$ cat config.mk
export PLATFORM = sky130hd
export DESIGN_NAME = blink_cmd_uart
export DESIGN_NICKNAME = d
export VERILOG_FILES = /design/src/rtl/blink_cmd_uart.sv
export SDC_FILE = /design/constraint.sdc
export NUM_CORES = 1
export LEC_CHECK = 0
export CAP_MARGIN = 20
export CORE_ASPECT_RATIO = 0.5
export CORE_MARGIN = 2
export CORE_UTILIZATION = 45
export CTS_BUF_LIST = sky130_fd_sc_hd__clkbuf_8
export CTS_CLUSTER_DIAMETER = 60
export DETAILED_ROUTE_END_ITERATION = 6
export REMOVE_ABC_BUFFERS = 1
export SETUP_SLACK_MARGIN = 0.2
export SYNTH_ARGS = -nofsm -noshare
export SYNTH_HDL_FRONTEND = slang
export SYNTH_SLANG_ARGS = --single-unit
$ cat constraint.sdc
create_clock -name clk -period 2.9 [get_ports clk]
set_input_delay 0.435 -clock clk [delete_from_list [all_inputs] [get_ports clk]]
set_output_delay 0.435 -clock clk [all_outputs]
set_load 0.1 [all_outputs]
$ cat src/rtl/blink_cmd_uart.sv
// UART (8N1) command receiver for the LED blinker: bit-level receiver feeding a
// 5-byte framed parser (A5, CMD, HI, LO, CHK) that owns the on/off/enable registers.
module blink_cmd_uart #(
   parameter int unsigned CLK_FREQ       = 25_000_000,
   parameter int unsigned BAUD           = 115_200,
   parameter int unsigned DEFAULT_ON_MS  = 900,
   parameter int unsigned DEFAULT_OFF_MS = 200,
   parameter int unsigned TIMEOUT_BITS   = 20
) (
   input  logic        clk,
   input  logic        rst_n,
   input  logic        uart_rx,
   output logic [15:0] on_ms,
   output logic [15:0] off_ms,
   output logic        blink_en,
   output logic        cfg_valid,
   output logic        frame_err,
   output logic        cmd_err
);

   localparam int unsigned ClksPerBit  = CLK_FREQ / BAUD;
   localparam int unsigned CntW        = $clog2(ClksPerBit);
   localparam int unsigned TimeoutClks = TIMEOUT_BITS * ClksPerBit;
   localparam int unsigned TmoW        = $clog2(TimeoutClks + 1);

   localparam logic [CntW-1:0] BitLast  = CntW'(ClksPerBit - 1);
   localparam logic [CntW-1:0] HalfLast = CntW'(ClksPerBit / 2 - 1);
   localparam logic [TmoW-1:0] TmoLast  = TmoW'(TimeoutClks - 1);

   typedef enum logic [1:0] {RxIdle, RxStart, RxData, RxStop} rx_state_e;
   typedef enum logic [2:0] {PSync, PCmd, PHi, PLo, PChk} p_state_e;

   logic            rx_meta_q, rx_sync_q;
   rx_state_e       rx_state_q;
   logic [CntW-1:0] cnt_q;
   logic [2:0]      bit_idx_q;
   logic [7:0]      shift_q;
   logic            stop_sample;
   logic            byte_valid;
   logic            bad_stop;

   p_state_e        p_state_q;
   logic [7:0]      cmd_q, hi_q, lo_q;
   logic [TmoW-1:0] tmo_q;
   logic [15:0]     val;

   always_ff @(posedge clk) begin
      if (!rst_n) begin
         rx_meta_q <= 1'b1;
         rx_sync_q <= 1'b1;
      end else begin
         rx_meta_q <= uart_rx;
         rx_sync_q <= rx_meta_q;
      end
   end

   // The stop sample is decided combinationally so the parser acts on the same edge.
   assign stop_sample = (rx_state_q == RxStop) && (cnt_q == BitLast);
   assign byte_valid  = stop_sample && rx_sync_q;
   assign bad_stop    = stop_sample && !rx_sync_q;

   always_ff @(posedge clk) begin
      if (!rst_n) begin
         rx_state_q <= RxIdle;
         cnt_q      <= '0;
         bit_idx_q  <= '0;
         shift_q    <= '0;
         frame_err  <= 1'b0;
      end else begin
         frame_err <= 1'b0;
         unique case (rx_state_q)
            RxIdle: begin
               cnt_q <= '0;
               if (!rx_sync_q) rx_state_q <= RxStart;
            end
            RxStart: begin
               if (cnt_q == HalfLast) begin
                  cnt_q      <= '0;
                  bit_idx_q  <= '0;
                  rx_state_q <= rx_sync_q ? RxIdle : RxData;
               end else begin
                  cnt_q <= cnt_q + 1'b1;
               end
            end
            RxData: begin
               if (cnt_q == BitLast) begin
                  cnt_q   <= '0;
                  shift_q <= {rx_sync_q, shift_q[7:1]};
                  if (bit_idx_q == 3'd7) rx_state_q <= RxStop;
                  else                   bit_idx_q  <= bit_idx_q + 1'b1;
               end else begin
                  cnt_q <= cnt_q + 1'b1;
               end
            end
            RxStop: begin
               if (cnt_q == BitLast) begin
                  cnt_q      <= '0;
                  rx_state_q <= RxIdle;
                  frame_err  <= !rx_sync_q;
               end else begin
                  cnt_q <= cnt_q + 1'b1;
               end
            end
            default: rx_state_q <= RxIdle;
         endcase
      end
   end

   assign val = {hi_q, lo_q};

   always_ff @(posedge clk) begin
      if (!rst_n) begin
         p_state_q <= PSync;
         cmd_q     <= '0;
         hi_q      <= '0;
         lo_q      <= '0;
         tmo_q     <= '0;
         on_ms     <= 16'(DEFAULT_ON_MS);
         off_ms    <= 16'(DEFAULT_OFF_MS);
         blink_en  <= 1'b1;
         cfg_valid <= 1'b0;
         cmd_err   <= 1'b0;
      end else begin
         cfg_valid <= 1'b0;
         cmd_err   <= 1'b0;
         if (bad_stop) begin
            p_state_q <= PSync;
            tmo_q     <= '0;
         end else if (byte_valid) begin
            tmo_q <= '0;
            case (p_state_q)
               PSync: if (shift_q == 8'hA5) p_state_q <= PCmd;
               PCmd: begin
                  cmd_q     <= shift_q;
                  p_state_q <= PHi;
               end
               PHi: begin
                  hi_q      <= shift_q;
                  p_state_q <= PLo;
               end
               PLo: begin
                  lo_q      <= shift_q;
                  p_state_q <= PChk;
               end
               PChk: begin
                  p_state_q <= PSync;
                  if (shift_q != (cmd_q ^ hi_q ^ lo_q)) begin
                     cmd_err <= 1'b1;
                  end else begin
                     case (cmd_q)
                        8'h01: begin
                           if (val == 16'd0) cmd_err <= 1'b1;
                           else begin
                              on_ms     <= val;
                              cfg_valid <= 1'b1;
                           end
                        end
                        8'h02: begin
                           if (val == 16'd0) cmd_err <= 1'b1;
                           else begin
                              off_ms    <= val;
                              cfg_valid <= 1'b1;
                           end
                        end
                        8'h03: begin
                           blink_en  <= lo_q[0];
                           cfg_valid <= 1'b1;
                        end
                        default: cmd_err <= 1'b1;
                     endcase
                  end
               end
               default: p_state_q <= PSync;
            endcase
         end else if (p_state_q != PSync) begin
            // Abandon a stalled frame silently.
            if (tmo_q == TmoLast) begin
               p_state_q <= PSync;
               tmo_q     <= '0;
            end else begin
               tmo_q <= tmo_q + 1'b1;
            end
         end else begin
            tmo_q <= '0;
         end
      end
   end

endmodule

Yosys cells after proc, flatten, opt, wreduce, memory -nomap -nowiden:

Cells that the tools add are included.

* add/subtract/negate cells: 3
* equal/unequal tests: 23
* mux-type cells: 24
* bitwise logic cells: 9
* reduce and logical (&&, ||, !) cells: 28

Operators with widths (count)
* 8-bit one-hot mux with 3 select lines: 1
* 3-bit two-way mux: 7
* 8-bit by 2-bit == test with 1-bit output, second input constant: 2
* 8-bit == test, second input constant: 2
* 16-bit zero test: 1
* 8-bit two-way mux: 2
* 8-bit XOR: 2
* 3-bit AND reduction: 5
* 13-bit by 1-bit adder with 13-bit output, second input constant: 1
* 13-bit == test, second input constant: 1
* 2-bit two-way mux: 6
* 3-bit one-hot mux with 4 select lines: 1
* 6-bit AND reduction: 2
* 2-bit != test, second input constant: 5
* 5-bit AND reduction: 2
* 5-bit OR reduction: 2
* 8-bit by 1-bit adder with 8-bit output, second input constant: 1
* 8-bit by 1-bit == test with 1-bit output, second input constant: 1
* 8-bit by 7-bit == test with 1-bit output, second input constant: 1
* 8-bit != test: 1
* 2-bit one-hot mux with 4 select lines: 1
* 1-bit inverter: 7
* 3-bit by 2-bit == test with 1-bit output, second input constant: 2
* 3-bit == test, second input constant: 2
* 19 further kinds: 29

* flip-flop bits (word level): 99
* input port bits: 3
* output and inout port bits: 36
* word-level logic and storage cells: 104

Depth between registers and ports, before layout:

Gate-level depths: netlist (run 1).

* depth after elaboration: 5
* gate-level depth with buffers: 8
* gate-level depth less buffers: 7

Least setup slack after synthesis (run 1):

OpenSTA, ideal clock, no wires.

* path type: reg2reg
* start point: register cnt_q[0]
* end point: register on_ms[10]
* library setup time: 0.072 ns
* arrival time: 1.988 ns
* required time: 2.828 ns
* slack: 0.841 ns
* stages on the path, launching flop included: 9
* buffers on the path: 1
* clock period less this slack: 2.059 ns
* cell sequence: dfxtp_1 -> inv_1 -> ha_1 -> nand4b_4 -> nor4_4 -> nand4b_1 -> nor4_4 -> buf_6 -> mux2i_1

* cells in the longest elaborated chain, start to end: 5
* elaborated cells between the ends (all ways): 6
* classes of those cells: 1 x eq/ne; 1 x bitwise; 4 x reduce/logical

RTL lines
* start: declaration: RTL line 35 `logic [CntW-1:0] cnt_q;`
* start signal: assignment: RTL line 82 `cnt_q <= cnt_q + 1'b1;`
* start signal: assignment: RTL line 92 `cnt_q <= cnt_q + 1'b1;`
* start signal: assignment: RTL line 101 `cnt_q <= cnt_q + 1'b1;`
* 8-bit == test *: RTL line 58 `assign stop_sample = (rx_state_q == RxStop) && (cnt_q == BitLast);`
* 1-bit logical AND *: RTL line 58
* 1-bit logical AND: RTL line 60 `assign bad_stop = stop_sample && !rx_sync_q;`
* 1-bit inverter (no line)
* 6-bit AND reduction (no line) *
* end signal: assignment: RTL line 118 `on_ms <= 16'(DEFAULT_ON_MS);`
* end signal: assignment: RTL line 154 `on_ms <= val;`
* end: declaration: RTL line 13 `output logic [15:0] on_ms,`

Every way passes the cells marked *; elsewhere a longest branch is shown, timed or not.
A chain may end at the register's enable or synchronous reset.

Worst setup path in the final report (run 1):

* start point: register cnt_q[0]
* end point: register on_ms[9]

The elaborated chain is that of the path after synthesis.

==> flow_summary.yaml, run 1 <==
global_routing:
  grt_max_degree: 96
  grt_use_total_pct: 18.1
  grt_pass1_vias: 2826
  grt-ovfl-total: 0
  antenna_found_initial: 0
  grt_pass1_wl_um: 14700
setup_path:
  cp_max_fo: 7
  crit_type: "reg -> reg"
  cp.arrival_ns: 2.67
  r2r-end: "on_ms[9]"
  cp-start-kind: "flip-flop"
  rr_worst_depth: 8
  r2r_setup_slack_ns: 0.53
  worstPathRequired_ns: 3.20
  critPathCaptureType: "flip-flop"
  r2r_start: "cnt_q[0]"
sta:
  worst_pin_slew_ns: 0.823
  fin_tns_setup_ns: 0
  hold_violations: 0
  grt_setup_unrepaired: "false"
  relSlewSlack_pct: 44.9
  max_freq_ghz: 0.421
  fin_ws_ns: 0.525
  period_share_pct: 81.9
  worst_hold_slack_ns: 0.369
  finalClockSkew_ns: 0.0111
  finalMaxSlewViolations: 0
  setup_violations: 0
  period_needed_ns: 2.37
logic_synthesis:
  synth_cell_types: 45
  yosysTopAreaCell: "dfxtp_1"
  synth_flop_cell: "dfxtp_1"
  synth_edf_count: 0
  syn_inst: 446
  yosysTopAreaCellShare_pct: 44.8
  ys_warn_count: 0
  synth_area_leaders: "dfxtp_1 45%, mux2i_1 15%, nor2b_1 7.4%, nand2_1 4.2%, xnor2_1 3.8%"
  ys_seq_elements: 99
  yosysSeqAreaShare_pct: 44.8
  syn-cell-area_um2: 4420
  syn_avg_cell_area_um2: 9.92
  synth-async-reset-ratio_pct: 0
power:
  peakVddDrop_mv: 0.243
  pwr-share-clk_pct: 40.1
  combinationalPowerShare_pct: 1.7
  seqPwrFrac_pct: 58.2
  pwr_density_cell_nw_per_um2: 456
  power.total_mw: 2.34
  switching_share_pct: 20.8
  p_sw_mw: 0.486
  power.internal_mw: 1.85
  power_leakage_nw: 1.95
layout:
  num_antenna_cells: 0
  layoutNonFillerInstCount: 632
  final_core_util_pct: 54.0
  design_area_um2: 5130
  areaGrowthSynthToFinish_pct: 16.0
  layout.nets: 501
  drive_gt1_share_pct: 15.5
job:
  maxCapViolCount: 0
place:
  dp.cells: 617
  dpl_cell_area_um2: 4920
  routabilityCongestion: 0.762
  io_buffers: 38
  dp_hpwl_um: 6210
  place_ws_ns: 0.525
drt:
  vias: 3042
  drc: 0
  viasPerCell: 4.81
  routed_wl_um: 8830
  drt_iter0_drc: 158
  dr.pass1.iters: 4
  ant_nets: 0
  wl_per_cell_um: 14.0
cts:
  clk_pin_slew_ns: 0.09
  cts_resized: 0
  ctsHtreeMaxLevel: 3
  clk_latency_ns: 0.37
  cts_max_path_buffers: 2
  cts_buffers: 9
  hold_buffers: 0
  cts_setup_buffers: 0
  clock-root-buffer: "clkbuf_8"
  clock-sinks: 99
  cts_tree: "yes"
floorplanning:
  fp.dieW_um: 144
  die_h_um: 74.1
  fp.coreArea_um2: 9510
  die-area_um2: 10700
  initial_utilization_pct: 46.5
  io_pins: 39
  rows: 25
min_path:
  hp-class: "in -> reg"
  holdPathStages: 2
  worstHoldStart: "rst_n"
outcome:
  status: "finished, final reports clean"
-- layout make-up --
| class | instances | area [µm²] |
|---|---|---|
| clock inverters | 6 | 83.8 |
| inverters | 6 | 22.5 |
| well taps | 135 | 169 |
| multi-input cells | 322 | 2330 |
| flip-flops and latches | 99 | 1980 |
| repair buffers | 55 | 425 |
| clock buffers | 9 | 124 |
| fillers | 904 | 4380 |
-- cell usage in the layout (no fill, tap or decap), types with 3 or more instances in the layout --
cell type and count:
and3_1 4, a21oi_1 6, nand2_1 49, nand4_1 4, nor2_1 34, dfxtp_1 99
mux2i_1 67, nor4_1 10, nor2b_1 52, buf_4 52, ha_1 5, xnor2_1 19
nand3_1 12, nor4_4 3, nor3b_1 6, xor2_1 19, clkbuf_8 9, inv_1 8
-- worst max-delay path, cell delays in order (launching register included) --
cell      delay, ns
dfxtp_1        0.36
inv_1          0.07
ha_1           0.18
nand4b_4       0.15
nor4_4         0.42
nand4b_1       0.21
nor4_4         0.43
buf_4          0.28
mux2i_1        0.21
-- per-layer routing --
layer / wire, µm / global-route usage (%) / vias up
li1: - / - / 1607
met1: 4820 / 26.3 / 1400
met2: 3670 / 25.9 / 31
met3: 278 / 4.83 / 4
met4: 61 / 6.15 / 0
met5: 0 / 0 / -
-- worst max-delay path by stage --
stage               startpoint  cells past startpoint  slack (ns)        end
CTS                   cnt_q[0]                      8        0.51   on_ms[9]
floorplan             cnt_q[0]                      7        0.23    hi_q[0]
global placement      cnt_q[0]                      8        0.63  on_ms[12]
global route          cnt_q[0]                      8        0.33   on_ms[9]
finish                cnt_q[0]                      8        0.53   on_ms[9]
detailed placement    cnt_q[0]                      8        0.52   on_ms[9]
-- synth_stat cells, types with 5 or more instances --
library cell and count:
nor3b_1 6, nor2_1 34, mux2i_1 67, nand3_1 12
a21oi_1 6, clkbuf_1 14, inv_1 6, nor4_1 10
xnor2_1 19, ha_1 5, dfxtp_1 99, nor2b_1 52
xor2_1 19, nand2_1 49
-- power groups by stage --
stage	combinational, mW	sequential, mW	clock [mW]
floorplan	0.0170	1.39	0
global placement	0.0416	1.39	0
detailed placement	0.0413	1.39	0
CTS	0.0413	1.36	0.973
global route	0.0450	1.36	1.02
finish	0.0405	1.36	0.937
-- flip-flops by register name, summed over array words and instances, names as in the netlist, named ones only --
name	flops
lo_q	8
frame_err	1
off_ms	16
hi_q	8
cfg_valid	1
cnt_q	8
cmd_err	1
shift_q	8
bit_idx_q	3
rx_meta_q	1
rx_state_q	1
on_ms	16
cmd_q	8
rx_sync_q	1
tmo_q	13
p_state_q	3
blink_en	1
-- cell families (layout without fill, tap and decap cells) --
family | count (synthesis) | count (layout) | synth area share, %
buf+inv | 25 | 76 | 2.60
xor+xnor | 39 | 39 | 7.89
fa+ha+maj | 6 | 6 | 1.64
mux | 68 | 68 | 15.4
flops | 99 | 99 | 44.8
compound gates | 14 | 14 | 1.92
simple gates | 195 | 195 | 25.7
Note: power is estimated with default switching activity, not from simulation.
==> run 2: changes to the inputs <==
Settings changed: PLACE_DENSITY set to 0.67.
Clock period 2.9 ns to 2.1 ns, I/O delays scaled along.
==> flow_summary.yaml, run 2 (synthesis gave the netlist of run 1 again) <==
outcome:
  status: "finished, final reports clean"
drt:
  vias: 3323
  drc: 0
  ant_nets: 0
  wl_per_cell_um: 14.1
  dr.pass1.iters: 4
  routed_wl_um: 9490
  viasPerCell: 4.93
  drt_iter0_drc: 156
floorplanning:
  initial_utilization_pct: 46.5
  die_h_um: 74.1
  io_pins: 39
  die-area_um2: 10700
  rows: 25
  fp.dieW_um: 144
  fp.coreArea_um2: 9510
sta:
  period_needed_ns: 2.03
  max_freq_ghz: 0.492
  period_share_pct: 96.9
  setup_violations: 0
  grt_setup_unrepaired: "true"
  relSlewSlack_pct: 76.3
  fin_ws_ns: 0.0659
  finalMaxSlewViolations: 0
  hold_violations: 0
  worst_pin_slew_ns: 0.351
  finalClockSkew_ns: 0.0105
layout:
  layout.nets: 542
  final_common_cell: "dfxtp_1"
  top_regs: "off_ms: 16 flops, on_ms: 16 flops, tmo_q: 13 flops"
  num_antenna_cells: 0
  most-common-layout-cells: "87 x dfxtp_1, 79 x buf_4, 67 x mux2i_1, 52 x nor2b_1, 49 x nand2_1"
  final_core_util_pct: 60.5
  areaGrowthSynthToFinish_pct: 30.0
  drive_gt1_share_pct: 28.0
setup_path:
  cp_max_fo: 5
  worstPathRequired_ns: 2.37
  critPathCaptureType: "flip-flop"
  cp.arrival_ns: 2.30
  crit_type: "reg -> reg"
  cp-start-kind: "flip-flop"
power:
  pwr_density_cell_nw_per_um2: 607
  power_leakage_nw: 2.26
  power.total_mw: 3.49
  peakVddDrop_mv: 0.286
global_routing:
  grt_pass1_vias: 3011
  grt-ovfl-total: 0
  grt_max_degree: 90
  grt_use_total_pct: 17.9
  grt_pass1_wl_um: 14900
  antenna_found_initial: 0
cts:
  ctsHtreeMaxLevel: 3
  clock-sinks: 99
  clk_latency_ns: 0.37
  cts_max_path_buffers: 2
  hold_buffers: 0
  cts_buffers: 9
  clk_pin_slew_ns: 0.10
  clock-root-buffer: "clkbuf_8"
  cts_tree: "yes"
place:
  io_buffers: 38
  routabilityCongestion: 0.786
  place_ws_ns: 0.0257
  dp_hpwl_um: 6060
job:
  maxCapViolCount: 0
min_path:
  hp-class: "in -> reg"
[run 2: cell type report]
cell class	instances	area [µm²]
flip-flops and latches	99	2000
well taps	135	169
clock inverters	7	133
repair buffers	96	838
clock buffers	9	124
inverters	6	22.5
multi-input cells	322	2470
fillers	810	3760
[run 2: worst paths after layout]
check,slack (ns),cells after the start,end,start
hold reg to reg,0.42,1,rx_sync_q,rx_meta_q
setup / recovery,0.07,8,hi_q[4],cnt_q[0]
hold / removal,0.26,2,rx_meta_q,rst_n
setup reg to reg,0.07,8,hi_q[4],cnt_q[0]
[run 2: power breakdown]
| part | switching [mW] | internal [mW] | total (mW) |
|---|---|---|---|
| logic | 0.0358 | 0.0263 | 0.0621 |
| registers | 0.00166 | 1.88 | 1.88 |
| clock network | 0.649 | 0.901 | 1.55 |
| total | 0.687 | 2.80 | 3.49 |
[run 2: worst max-delay path, cell delays in order, from the launching register on]
cell and delay, ns:
dfxtp_2 0.33, inv_2 0.06, ha_4 0.13, nand4b_4 0.13, or4b_4 0.56, nor3b_4 0.29
buf_6 0.18, mux2i_1 0.20, nor2b_1 0.06
[run 2: what timing repair did]
| action | CTS | global route |
|---|---|---|
| hold endpoints to repair | 0 | 0 |
| cloned | 2 | 2 |
| setup endpoints to repair | 50 | 67 |
| resized for setup | 27 | 26 |
| setup buffers | 5 | 7 |
| pin swaps | 7 | 11 |
[run 2: through the flow]
| stage | TNS (ns) | instances | instance area (µm²) | hold WS [ns] |
|---|---|---|---|---|
| after global placement | 0 | 642 | 5140 | 0.395 |
| final | 0 | 674 | 5750 | 0.261 |
| after CTS | 0 | 665 | 5540 | 0.248 |
| after floorplan | -15.29 | 427 | 4330 | 0.386 |
| after global routing | -0.00623 | 674 | 5750 | 0.282 |
| after detailed placement | 0 | 642 | 5140 | 0.406 |
[run 2: metal layers]
metal	part of all wire [%]	track usage (%)	routed length [µm]
met2	44	27.5	4130
met1	52	25.3	4940
met3	3.4	4.70	326
met4	0.97	4.85	92
met5	0	0	0
